File: src/rtl/temporizador_bcd.sv
// temporizador_bcd: BCD hh:mm:ss up/down timer with
// saturating loads and stop-or-wrap terminal handling.
module temporizador_bcd #(
  parameter int HORA_MAX = 23,
  parameter bit WRAP     = 1'b0
) (
  input  logic       clk,
  input  logic       reset,
  input  logic       tick,
  input  logic       cargar,
  input  logic       habilitar,
  input  logic       modo,
  input  logic [7:0] hora_in,
  input  logic [7:0] minuto_in,
  input  logic [7:0] segundo_in,
  output logic [7:0] hora_out,
  output logic [7:0] minuto_out,
  output logic [7:0] segundo_out,
  output logic       fin,
  output logic       activo
);

  localparam logic [7:0] H_MAX =
    {4'(HORA_MAX / 10), 4'(HORA_MAX % 10)};

  typedef enum logic [1:0] {IDLE, RUN, DONE} state_t;
  state_t state;

  function automatic logic [7:0] validar(
    input logic [7:0] v,
    input logic [7:0] mx
  );
    if (v[7:4] > 4'd9 || v[3:0] > 4'd9 || v > mx)
      return mx;
    return v;
  endfunction

  // {wrap, value}: one digit-wise BCD step of a field.
  function automatic logic [8:0] paso(
    input logic [7:0] v,
    input logic [7:0] mx,
    input logic       up
  );
    logic [8:0] r;
    if (up) begin
      if (v == mx)
        r = {1'b1, 8'h00};
      else if (v[3:0] == 4'd9)
        r = {1'b0, v[7:4] + 4'd1, 4'd0};
      else
        r = {1'b0, v[7:4], v[3:0] + 4'd1};
    end else begin
      if (v == 8'h00)
        r = {1'b1, mx};
      else if (v[3:0] == 4'd0)
        r = {1'b0, v[7:4] - 4'd1, 4'd9};
      else
        r = {1'b0, v[7:4], v[3:0] - 4'd1};
    end
    return r;
  endfunction

  logic [8:0]  s_st, m_st, h_st;
  logic [23:0] sig, term;
  logic        vuelta;

  always_comb begin
    s_st = paso(segundo_out, 8'h59, modo);
    m_st = s_st[8] ? paso(minuto_out, 8'h59, modo)
                   : {1'b0, minuto_out};
    h_st = m_st[8] ? paso(hora_out, H_MAX, modo)
                   : {1'b0, hora_out};
  end

  // Hours only wrap when every field wraps: count sat at terminal.
  assign vuelta = h_st[8];
  assign sig    = {h_st[7:0], m_st[7:0], s_st[7:0]};
  assign term   = modo ? {H_MAX, 8'h59, 8'h59} : 24'h0;

  always_ff @(posedge clk or posedge reset) begin
    if (reset) begin
      hora_out    <= 8'h00;
      minuto_out  <= 8'h00;
      segundo_out <= 8'h00;
      fin         <= 1'b0;
      activo      <= 1'b0;
      state       <= IDLE;
    end else if (cargar) begin
      hora_out    <= validar(hora_in, H_MAX);
      minuto_out  <= validar(minuto_in, 8'h59);
      segundo_out <= validar(segundo_in, 8'h59);
      fin         <= 1'b0;
      activo      <= 1'b0;
      state       <= IDLE;
    end else begin
      unique case (state)
        IDLE: begin
          if (habilitar) begin
            state  <= RUN;
            activo <= 1'b1;
          end
        end
        RUN: begin
          fin <= 1'b0;
          if (!habilitar) begin
            state  <= IDLE;
            activo <= 1'b0;
          end else if (tick) begin
            if (vuelta && !WRAP) begin
              state  <= DONE;
              activo <= 1'b0;
              fin    <= 1'b1;
            end else begin
              {hora_out, minuto_out, segundo_out} <= sig;
              if (sig == term || vuelta) begin
                fin <= 1'b1;
                if (!WRAP) begin
                  state  <= DONE;
                  activo <= 1'b0;
                end
              end
            end
          end
        end
        DONE: begin
        end
        default: state <= IDLE;
      endcase
    end
  end

endmodule

File: config.mk
export PLATFORM = sky130hd
export DESIGN_NAME = temporizador_bcd
export DESIGN_NICKNAME = d
export VERILOG_FILES = /design/src/rtl/temporizador_bcd.sv
export SDC_FILE = /design/constraint.sdc
export NUM_CORES = 1
export LEC_CHECK = 0
export CAP_MARGIN = 10
export CORE_ASPECT_RATIO = 0.5
export CORE_MARGIN = 10
export CORE_UTILIZATION = 36
export CTS_CLUSTER_SIZE = 12
export DETAILED_ROUTE_END_ITERATION = 10
export PLACE_DENSITY = 0.65
export SYNTH_ARGS = -nofsm -noshare
export SYNTH_HDL_FRONTEND = slang
export SYNTH_SLANG_ARGS = --single-unit
File: constraint.sdc
create_clock -name clk -period 4.3 [get_ports clk]
set_clock_uncertainty 0.15 [all_clocks]
set_input_delay 0.86 -clock clk [delete_from_list [all_inputs] [get_ports clk]]
set_output_delay 0.86 -clock clk [all_outputs]
set_load 0.005 [all_outputs]
==> results of run 1 <==
==> worst max-delay path: cells and delay by family <==
kind | cells | cell delay (ns)
and+or+nand+nor | 3 | 0.64
muxes | 1 | 0.35
buffers and inverters | 1 | 0.48
AOI/OAI and AO/OA | 4 | 1.32
==> synthesized netlist by cell type (all sizes together) (8+ instances only) <==
master  instances  area [um2]
a21oi          38         194
o21ai          26         130
nor2           43         161
buf            13        82.6
ha             19         238
o22ai           8        50.1
nand3          14        70.1
mux2i          13         130
inv            26        97.6
nand2          43         161
dfrtp          28         701
clkbuf         14        52.6
nand4           8        65.1
a31oi          14        87.6
nor3           13        76.3
==> registers in the layout, indices dropped and copies added, names as in the netlist <==
register     count
minuto_out       8
fin              1
segundo_out      8
state            2
activo           1
hora_out         8
==> layer usage <==
metal  routed length (um)  share of wire  track usage  up-vias
met5                    0              0            0        -
met4                   77         0.0077       0.0232        0
met3                  524          0.052       0.0222        7
met2                 4190           0.42        0.220      121
met1                 5200           0.52        0.214     1563
li1                     -              -            -     1648
==> worst paths after layout <==
kind	from	end	slack (ns)	depth (start not counted)
worst max register to register	minuto_out[4]$_DFFE_PP0P_	activo$_DFFE_PP0P_	0.70	10
min in group asynchronous	reset	segundo_out[2]$_DFFE_PP0P_	0.81	3
worst max-delay path	modo	activo$_DFFE_PP0P_	0.67	9
max in group asynchronous	reset	minuto_out[4]$_DFFE_PP0P_	2.90	3
worst min register to register	fin$_DFFE_PP0N_	fin$_DFFE_PP0N_	0.42	2
worst min-delay path	fin$_DFFE_PP0N_	fin$_DFFE_PP0N_	0.42	2
==> layout make-up <==
type | count | area [um2] | share of cell area
clock buffer | 3 | 75.1 | 0.0193
clock inverter | 1 | 30.0 | 0.00770
inverter | 26 | 97.6 | 0.0250
multi-input combinational | 345 | 2240 | 0.574
sequential | 28 | 701 | 0.180
tap | 117 | 146 | 0.0375
timing repair buffer | 63 | 611 | 0.157
==> power by group <==
group          total, mW  internal, mW  switching (mW)
sequential         0.311         0.275          0.0360
clock              0.289         0.186           0.103
combinational      0.281         0.131           0.150
==> kinds of logic after synthesis <==
family / count (synthesis)
flip-flops: 28
buffers and inverters: 53
adder cells (fa/ha/maj): 19
AND/OR/NAND/NOR: 169
XOR/XNOR: 7
multiplexers: 16
AO/OA/AOI/OAI: 134
==> results by group, run 1 <==
Outcome
  • Status: finished clean

Timing
  • Final Max Tran Viols: 0
  • Setup Viol. Count Final: 0
  • Final-report hold violation count: 0
  • RSZ-0062 raised after global routing: false
  • Final WS setup: 0.671 ns
  • Period utilisation layout: 0.844
  • Slew HR: 0.499
  • Setup tns final: 0 ns
  • Crit path time final: 3.63 ns
  • Hold Slack: 0.419 ns
  • Worst slew pin tran: 0.745 ns
  • Max Fclk: 0.276 GHz

Synthesis
  • Yosys cell types: 67
  • Compound-gate portion of the synthesized area: 0.277
  • Largest family of logic cells by synthesized area: simple AND/OR/NAND/NOR gates
  • Async SR Flop Fraction: 1.00
  • Adder-cell share of the synthesized area: 0.0750
  • Number of flops mapped to enable cells by yosys: 0
  • Ys flop type: dfrtp_1
  • Average size of a mapped cell: 7.45 um2
  • Synthesized Nets: 475
  • Simple-gate share of the synthesized area: 0.282
  • Flops & latches, synth: 28
  • Multiplexer share of the synthesized area: 0.0517
  • Gate Count Post-Synth: 426
  • Synth Cell Area: 3170 um2
  • Synth Area in XOR/XNOR: 0.0193
  • YS warnings: 0
  • Register area share after synthesis: 0.221

Route
  • Total wire length: 9.99 mm
  • Drt wl/cell: 17.1 um
  • Vias: 3339
  • Antenna-violating nets left: 0
  • Pre-antenna DRT Iters: 5
  • Via/cell ratio: 5.73
  • DRC: 0
  • DR iter-0 viols: 300

Placed design
  • Placed inst area: 3790 um2
  • Dpl ws: 0.431 ns
  • Placed Cells: 579
  • DP HPWL: 7.53 mm
  • Placer Congestion: 0.898
  • Port Buffers: 55

Worst setup path
  • Max incr delay on CP: 0.48 ns
  • Crit-path most repeated cell: nand4_1
  • Crit-path cells: clkdlybuf4s50_1 > nor2_1 > nand4_1 > a211oi_4 > mux2_2 > a2111oi_0 > nand4_1 > o41a_1 > a41o_1
  • Startpoint Class: primary input
  • Worst-path fanout max: 4
  • Worst Path Required: 4.32 ns
  • Slowest stage cell, crit path: clkdlybuf4s50_1
  • Kind of critical path: primary input to flip-flop
  • Worst EP arrival: 3.65 ns
  • Critical path endpoint category: flip-flop

CTS
  • CTS root buffer: clkbuf_16
  • TritonCTS buffer count: 3
  • TritonCTS clock tree: done
  • # clock sinks: 28
  • Maximum clock path buffer count: 2
  • PostCTS Resize Cnt: 0
  • Clk_lat worst skew: 0.27 ns
  • Total setup buffers inserted after CTS: 0
  • Clock Pin Slew Worst Setup and Hold Paths: 0.08 ns
  • H-tree depth: 1
  • Hold buffers post-CTS: 0

Floorplan
  • Die ar.: 13200 um2
  • I/O pin count: 56
  • # rows: 24
  • Chip Height: 86.4 um
  • Initial core utilization: 0.367
  • Die width: 153 um
  • CORE AREA: 8650 um2

Global routing
  • Largest net degree at the start of global routing: 38
  • Global Route Usage Sum: 0.145
  • Vias in the first global route: 3122
  • GRT Residual Overflow: 0
  • Global-route wire length before repair: 16.5 mm
  • Antenna violations before repair: 0

Final layout
  • Layout area overhead: 22.9%
  • Commonest non-fill, non-tap cell in the layout: clkdlybuf4s50_1
  • Post-route insts no fill: 583
  • Layout Nets: 516
  • # diodes: 0
  • Design Area, Final: 3900 um2
  • Layout cell share with drive strength beyond 1: 0.0536
  • # fillers: 863
  • Most frequent cells in the layout: clkdlybuf4s50_1, nor2_1, nand2_1
  • Final core occ: 0.451

Run
  • MaxCap Viol Count: 0

Hold path
  • Hold Crit Class: flip-flop to flip-flop

Power
  • PD cells: 226 nW/um2
  • Peak VDD IR: 0.128 mV
  • Pleak: 1.48 nW
  • Pwr Total: 0.882 mW
Power figures use the tool's default switching activity.
==> run 2: changes to the inputs <==
clock period = 3.4 ns   (was 4.3 ns; I/O delays follow)
==> results by group, run 2 (synthesized netlist as in run 1, its figures left out) <==
Outcome
  • Status: finished clean (unchanged)

Worst setup path
  • Kind of critical path: flip-flop to flip-flop (was primary input to flip-flop)
  • Worst Path Required: 3.41 ns (was 4.32 ns)
  • Critical Path Start: minuto_out[4]$_DFFE_PP0P_ (was modo)
  • Critical path endpoint category: flip-flop (unchanged)
  • Startpoint Class: flip-flop (was primary input)
  • Worst EP arrival: 3.27 ns (was 3.65 ns)
  • Reg-to-Reg Start: minuto_out[4]$_DFFE_PP0P_ (unchanged)
  • Worst-path fanout max: 4 (unchanged)

CTS
  • TritonCTS clock tree: done (unchanged)
  • # clock sinks: 28 (unchanged)
  • Clk_lat worst skew: 0.27 ns (about the same)
  • Hold buffers post-CTS: 0 (unchanged)
  • H-tree depth: 1 (unchanged)
  • TritonCTS buffer count: 3 (unchanged)
  • Maximum clock path buffer count: 2 (unchanged)
  • CTS root buffer: clkbuf_16 (unchanged)
  • Clock Pin Slew Worst Setup and Hold Paths: 0.07 ns (was 0.08 ns)

Hold path
  • Worst Min Path Start: fin$_DFFE_PP0N_ (unchanged)
  • Hold Crit Class: flip-flop to flip-flop (unchanged)

Power
  • Peak VDD IR: 0.147 mV (was 0.128 mV)
  • Pleak: 1.71 nW (was 1.48 nW)
  • Pwr Total: 1.08 mW (was 0.882 mW)
  • PD cells: 254 nW/um2 (was 226 nW/um2)

Route
  • DRC: 0 (unchanged)
  • Via/cell ratio: 5.72 (was 5.73)
  • Total wire length: 10.7 mm (was 9.99 mm)
  • DR iter-0 viols: 345 (was 300)
  • Antenna-violating nets left: 0 (unchanged)
  • Pre-antenna DRT Iters: 4 (was 5)
  • Drt wl/cell: 17.0 um (was 17.1 um)
  • Vias: 3578 (was 3339)

Timing
  • Worst slew pin tran: 0.664 ns (was 0.745 ns)
  • Setup Viol. Count Final: 0 (unchanged)
  • Final-report hold violation count: 0 (unchanged)
  • Hold Slack: 0.417 ns (was 0.419 ns)
  • Setup tns final: 0 ns (unchanged)
  • Slew HR: 0.554 (was 0.499)
  • Final Max Tran Viols: 0 (unchanged)
  • Period utilisation layout: 0.959
  • Max Fclk: 0.307 GHz
  • Crit path time final: 3.26 ns

Floorplan
  • Die width: 153 um (unchanged)
  • Die ar.: 13200 um2 (unchanged)
  • I/O pin count: 56 (unchanged)
  • Initial core utilization: 0.367 (unchanged)
  • # rows: 24 (unchanged)
  • CORE AREA: 8650 um2 (unchanged)
  • Chip Height: 86.4 um (unchanged)

Final layout
  • Storage cell area: 701 um2 (unchanged)
  • # diodes: 0 (unchanged)
  • Multi-input combinational cell area: 2290 um2 (was 2240 um2)
  • Top flop regs: hora_out: 8 flops, minuto_out: 8 flops, segundo_out: 8 flops (unchanged)
  • # fillers: 885 (was 863)
  • Commonest non-fill, non-tap cell in the layout: clkdlybuf4s50_1 (unchanged)
  • Layout cell share with drive strength beyond 1: 0.145 (was 0.0536)
  • Most frequent cells in the layout: clkdlybuf4s50_1, buf_4, nor2_1, nand2_1, a21oi_1 (was clkdlybuf4s50_1, nor2_1, nand2_1)
  • Layout Nets: 560 (was 516)
  • Layout area overhead: 34.2% (was 22.9%)
  • Final core occ: 0.492 (was 0.451)

Global routing
  • Antenna violations before repair: 0 (unchanged)
  • Largest net degree at the start of global routing: 29 (was 38)
  • Global Route Usage Sum: 0.154 (was 0.145)
  • GRT Residual Overflow: 0 (unchanged)
  • Vias in the first global route: 3282 (was 3122)
  • Global-route wire length before repair: 17.1 mm (was 16.5 mm)

Placed design
  • Placer Congestion: 0.951 (was 0.898)
  • DP HPWL: 8.27 mm (was 7.53 mm)
  • Port Buffers: 55 (unchanged)

Run
  • MaxCap Viol Count: 0 (unchanged)
[run 2: cell types whose count changed in the layout (fill, tap and decap cells not counted), sizes merged]
cell / delta
buf: +44
bufinv: -1
clkdlybuf4s50: -1
dlymetal6s2s: +1
[run 2: path summary, 6_finish.rpt]
path / cells past startpoint / to / slack, ns
max: 11 / state[0]$_DFFE_PP0P_ / 0.14
min: 2 / fin$_DFFE_PP0N_ / 0.42
max reg2reg: 11 / state[0]$_DFFE_PP0P_ / 0.14
min reg2reg: 2 / fin$_DFFE_PP0N_ / 0.42
max in group asynchronous: 3 / hora_out[2]$_DFFE_PP0P_ / 2.18
min in group asynchronous: 3 / segundo_out[6]$_DFFE_PP0P_ / 0.64
[run 2: report_power, final]
| group | switching, mW | total (mW) | leakage (nW) | internal, mW |
|---|---|---|---|---|
| sequential | 0.0288 | 0.378 | 0.335 | 0.349 |
| combinational | 0.222 | 0.422 | 1.33 | 0.201 |
| clock | 0.124 | 0.281 | 0.0370 | 0.157 |
| total | 0.375 | 1.08 | 1.71 | 0.706 |
[run 2: cell type report]
type,instances,share of cell area
Multi-Input combinational cell,345,0.538
Timing Repair Buffer,107,0.223
Sequential cell,28,0.165
Tap cell,117,0.0344
Inverter,26,0.0229
Clock buffer,3,0.0176
[run 2: stage by stage]
step | instances | cell area [um2] | setup slack [ns]
2_1_floorplan | 426 | 3170 | 0.0831
3_3_place_gp | 623 | 4120 | -0.174
3_5_place_dp | 623 | 4120 | -0.228
4_1_cts | 626 | 4200 | 0.0235
5_1_grt | 626 | 4260 | -0.0228
6_report | 626 | 4260 | 0.139
[run 2: metal layers]
layer	vias to the layer above	routed length (um)	share of wire	global-route usage
li1	1739	-	-	-
met1	1728	5440	0.51	0.221
met2	104	4610	0.43	0.238
met3	7	547	0.051	0.0287
met4	0	73	0.0068	0.0215
met5	-	0	0	0
[run 2: what timing repair did]
item                       CTS  global route
gates resized for setup      0            12
hold endpoints to repair     0             0
buffers inserted             0             0
setup endpoints to repair    0             4
[run 2: critical path, cell delays in order (launching register included)]
cell       delay [ns]
dfrtp_1          0.39
inv_1            0.08
ha_2             0.19
nor4bb_4         0.27
buf_4            0.15
nand4_1          0.14
a211oi_4         0.28
mux2_4           0.34
a2111oi_4        0.28
nand4_1          0.12
o41a_1           0.50
o211a_1          0.23
==> run 3: changes to the inputs <==
CORE_UTILIZATION = 30   (was 36)
HOLD_SLACK_MARGIN = 0.15   (was unset)
PLACE_DENSITY = 0.57   (was 0.65)
==> results by group, run 3 (synthesized netlist as in run 1, its figures left out) <==
Floorplan
  • Chip Height: 92.7 um (was 86.4 um)
  • I/O pin count: 56 (unchanged)
  • # rows: 26 (was 24)
  • Die ar.: 15300 um2 (was 13200 um2)
  • Initial core utilization: 0.310 (was 0.367)
  • Die width: 165 um (was 153 um)
  • CORE AREA: 10200 um2 (was 8650 um2)

Power
  • Pint: 0.745 mW (was 0.706 mW)
  • PD cells: 257 nW/um2 (was 254 nW/um2)
  • Register share of total power: 0.332 (was 0.349)
  • Logic pwr share: 0.395 (was 0.391)
  • Pwr Total: 1.13 mW (was 1.08 mW)
  • Clock power share: 0.273 (was 0.260)
  • Sw frac: 0.342 (was 0.346)
  • Pleak: 1.75 nW (was 1.71 nW)
  • Net Switching: 0.388 mW (was 0.375 mW)
  • Peak VDD IR: 0.142 mV (was 0.147 mV)

Timing
  • Setup Viol. Count Final: 0 (unchanged)
  • Max Fclk: 0.305 GHz (was 0.307 GHz)
  • Worst slew pin tran: 0.529 ns (was 0.664 ns)
  • Crit path time final: 3.27 ns (was 3.26 ns)
  • Slew HR: 0.645 (was 0.554)
  • Period utilisation layout: 0.963 (was 0.959)
  • Final-report hold violation count: 0 (unchanged)
  • Setup tns final: 0 ns (unchanged)
  • Final Max Tran Viols: 0 (unchanged)
  • Final WS setup: 0.126 ns (was 0.139 ns)

Final layout
  • Most frequent cells in the layout: buf_4, clkdlybuf4s50_1, nor2_1, nand2_1, a21oi_1 (was clkdlybuf4s50_1, buf_4, nor2_1, nand2_1, a21oi_1)
  • Layout area overhead: 38.9% (was 34.2%)
  • Post-route insts no fill: 660 (was 626)
  • Top flop regs: hora_out: 8 flops, minuto_out: 8 flops, segundo_out: 8 flops (unchanged)
  • Layout cell share with drive strength beyond 1: 0.175 (was 0.145)
  • # diodes: 0 (unchanged)
  • Commonest non-fill, non-tap cell in the layout: buf_4 (was clkdlybuf4s50_1)
  • Layout Nets: 570 (was 560)

CTS
  • CTS root buffer: clkbuf_16 (unchanged)
  • Hold buffers post-CTS: 0 (unchanged)
  • # clock sinks: 28 (unchanged)
  • H-tree depth: 1 (unchanged)
  • Maximum clock path buffer count: 2 (unchanged)
  • TritonCTS buffer count: 3 (unchanged)
  • Clk_lat worst skew: 0.27 ns (about the same)
  • Clock Pin Slew Worst Setup and Hold Paths: 0.08 ns (was 0.07 ns)
  • TritonCTS clock tree: done (unchanged)

Worst setup path
  • Worst EP arrival: 3.29 ns (was 3.27 ns)
  • Critical path endpoint category: flip-flop (unchanged)
  • Slowest stage cell, crit path: clkdlybuf4s50_1 (was o41a_1)
  • Max incr delay on CP: 0.54 ns (was 0.50 ns)
  • Reg2reg end: activo$_DFFE_PP0P_ (was state[0]$_DFFE_PP0P_)
  • Crit-path cells: clkdlybuf4s50_1 > nor2_1 > buf_4 > nand4b_1 > nand2_1 > buf_4 > o32ai_1 > nand4_1 > o41a_1 > a41o_1 (was inv_1 > ha_2 > nor4bb_4 > buf_4 > nand4_1 > a211oi_4 > mux2_4 > a2111oi_4 > nand4_1 > o41a_1 > o211a_1)
  • Worst-path fanout max: 6 (was 4)
  • Flop-to-flop setup slack: 0.16 ns (was 0.14 ns)
  • Startpoint Class: primary input (was flip-flop)
  • Reg-to-Reg Start: minuto_out[1]$_DFFE_PP0P_ (was minuto_out[4]$_DFFE_PP0P_)
  • Kind of critical path: primary input to flip-flop (was flip-flop to flip-flop)
  • R2R depth: 12 (was 11)
  • Worst Path Required: 3.41 ns (about the same)
  • Crit-path most repeated cell: buf_4 (was nand4_1)

Route
  • DRC: 0 (unchanged)
  • Total wire length: 11.2 mm (was 10.7 mm)
  • DR iter-0 viols: 343 (was 345)
  • Vias: 3611 (was 3578)
  • Via/cell ratio: 5.47 (was 5.72)
  • Drt wl/cell: 16.9 um (was 17.0 um)
  • Pre-antenna DRT Iters: 5 (was 4)
  • Antenna-violating nets left: 0 (unchanged)

Global routing
  • Antenna violations before repair: 0 (unchanged)
  • Largest net degree at the start of global routing: 29 (unchanged)
  • GRT Residual Overflow: 0 (unchanged)
  • Global-route wire length before repair: 17.9 mm (was 17.1 mm)
  • Vias in the first global route: 3417 (was 3282)
  • Global Route Usage Sum: 0.139 (was 0.154)

Placed design
  • Dpl ws: -0.206 ns (was -0.228 ns)
  • Placed Cells: 650 (was 623)
  • Placer Congestion: 0.880 (was 0.951)
  • Port Buffers: 55 (unchanged)
  • DP HPWL: 8.66 mm (was 8.27 mm)

Hold path
  • WHS Path Cells: 2 (unchanged)
  • Hold Crit Class: flip-flop to flip-flop (unchanged)
  • Hold path endpoint: state[1]$_DFFE_PP0P_ (was fin$_DFFE_PP0N_)
  • Worst Min Path Start: state[1]$_DFFE_PP0P_ (was fin$_DFFE_PP0N_)

Run
  • MaxCap Viol Count: 0 (unchanged)

Outcome
  • Status: finished clean (unchanged)
-- run 3: cell count changes in the layout (fill, tap and decap cells not counted), sizes merged --
cell / before / now
buf: 52 / 62
clkbuf: 3 / 4
clkdlybuf4s50: 54 / 55
dlymetal6s2s: 1 / 0
-- run 3: timing repair --
item / CTS / global route
buffers inserted: 0 / 6
gates resized for setup: 2 / 17
endpoints found under the setup margin: 1 / 4
pin swaps: 1 / 7
-- run 3: routing by layer --
| metal | global-route usage | share of wire | vias to the layer above |
|---|---|---|---|
| met1 | 0.208 | 0.51 | 1720 |
| met4 | 0.0160 | 0.0024 | 0 |
| met2 | 0.209 | 0.43 | 133 |
| met3 | 0.0234 | 0.063 | 2 |
| li1 | - | - | 1756 |
| met5 | 0 | 0 | - |
-- run 3: worst max-delay path by stage --
stage | depth (start not counted) | end | start
final | 10 | activo$_DFFE_PP0P_ | modo
after global routing | 12 | activo$_DFFE_PP0P_ | minuto_out[1]$_DFFE_PP0P_
after CTS | 11 | activo$_DFFE_PP0P_ | minuto_out[5]$_DFFE_PP0P_
after detailed placement | 9 | activo$_DFFE_PP0P_ | modo
after global placement | 10 | activo$_DFFE_PP0P_ | modo
after floorplan | 11 | activo$_DFFE_PP0P_ | minuto_out[4]$_DFFE_PP0P_
-- run 3: power by group through the flow --
| stage | registers (mW) | clock network, mW | logic (mW) |
|---|---|---|---|
| 6_report | 0.376 | 0.309 | 0.447 |
| 5_1_grt | 0.380 | 0.328 | 0.491 |
| 4_1_cts | 0.375 | 0.316 | 0.425 |
| 3_5_place_dp | 0.382 | 0 | 0.422 |
| 3_3_place_gp | 0.381 | 0 | 0.422 |
| 2_1_floorplan | 0.375 | 0 | 0.245 |
-- run 3: critical path, delay by kind of cell --
family / cells / cell delay (ns)
and+or+nand+nor: 4 / 0.57
buffers and inverters: 3 / 0.89
AOI/OAI and AO/OA: 3 / 1.15
-- run 3: metrics by stage --
step	instance area, um2	hold slack (ns)	util
4_1_cts	4290	0.433	0.419
3_5_place_dp	4200	0.395	0.409
2_1_floorplan	3170	0.361	-
5_1_grt	4410	0.448	0.430
6_report	4410	0.429	0.430
3_3_place_gp	4200	0.412	0.409
-- run 3: area by class of cell --
type	count	area, um2
tap	140	175
clock buffer	4	88.8
fill	1047	5840
sequential	28	701
inverter	26	97.6
multi-input combinational	345	2310
timing repair buffer	117	1030
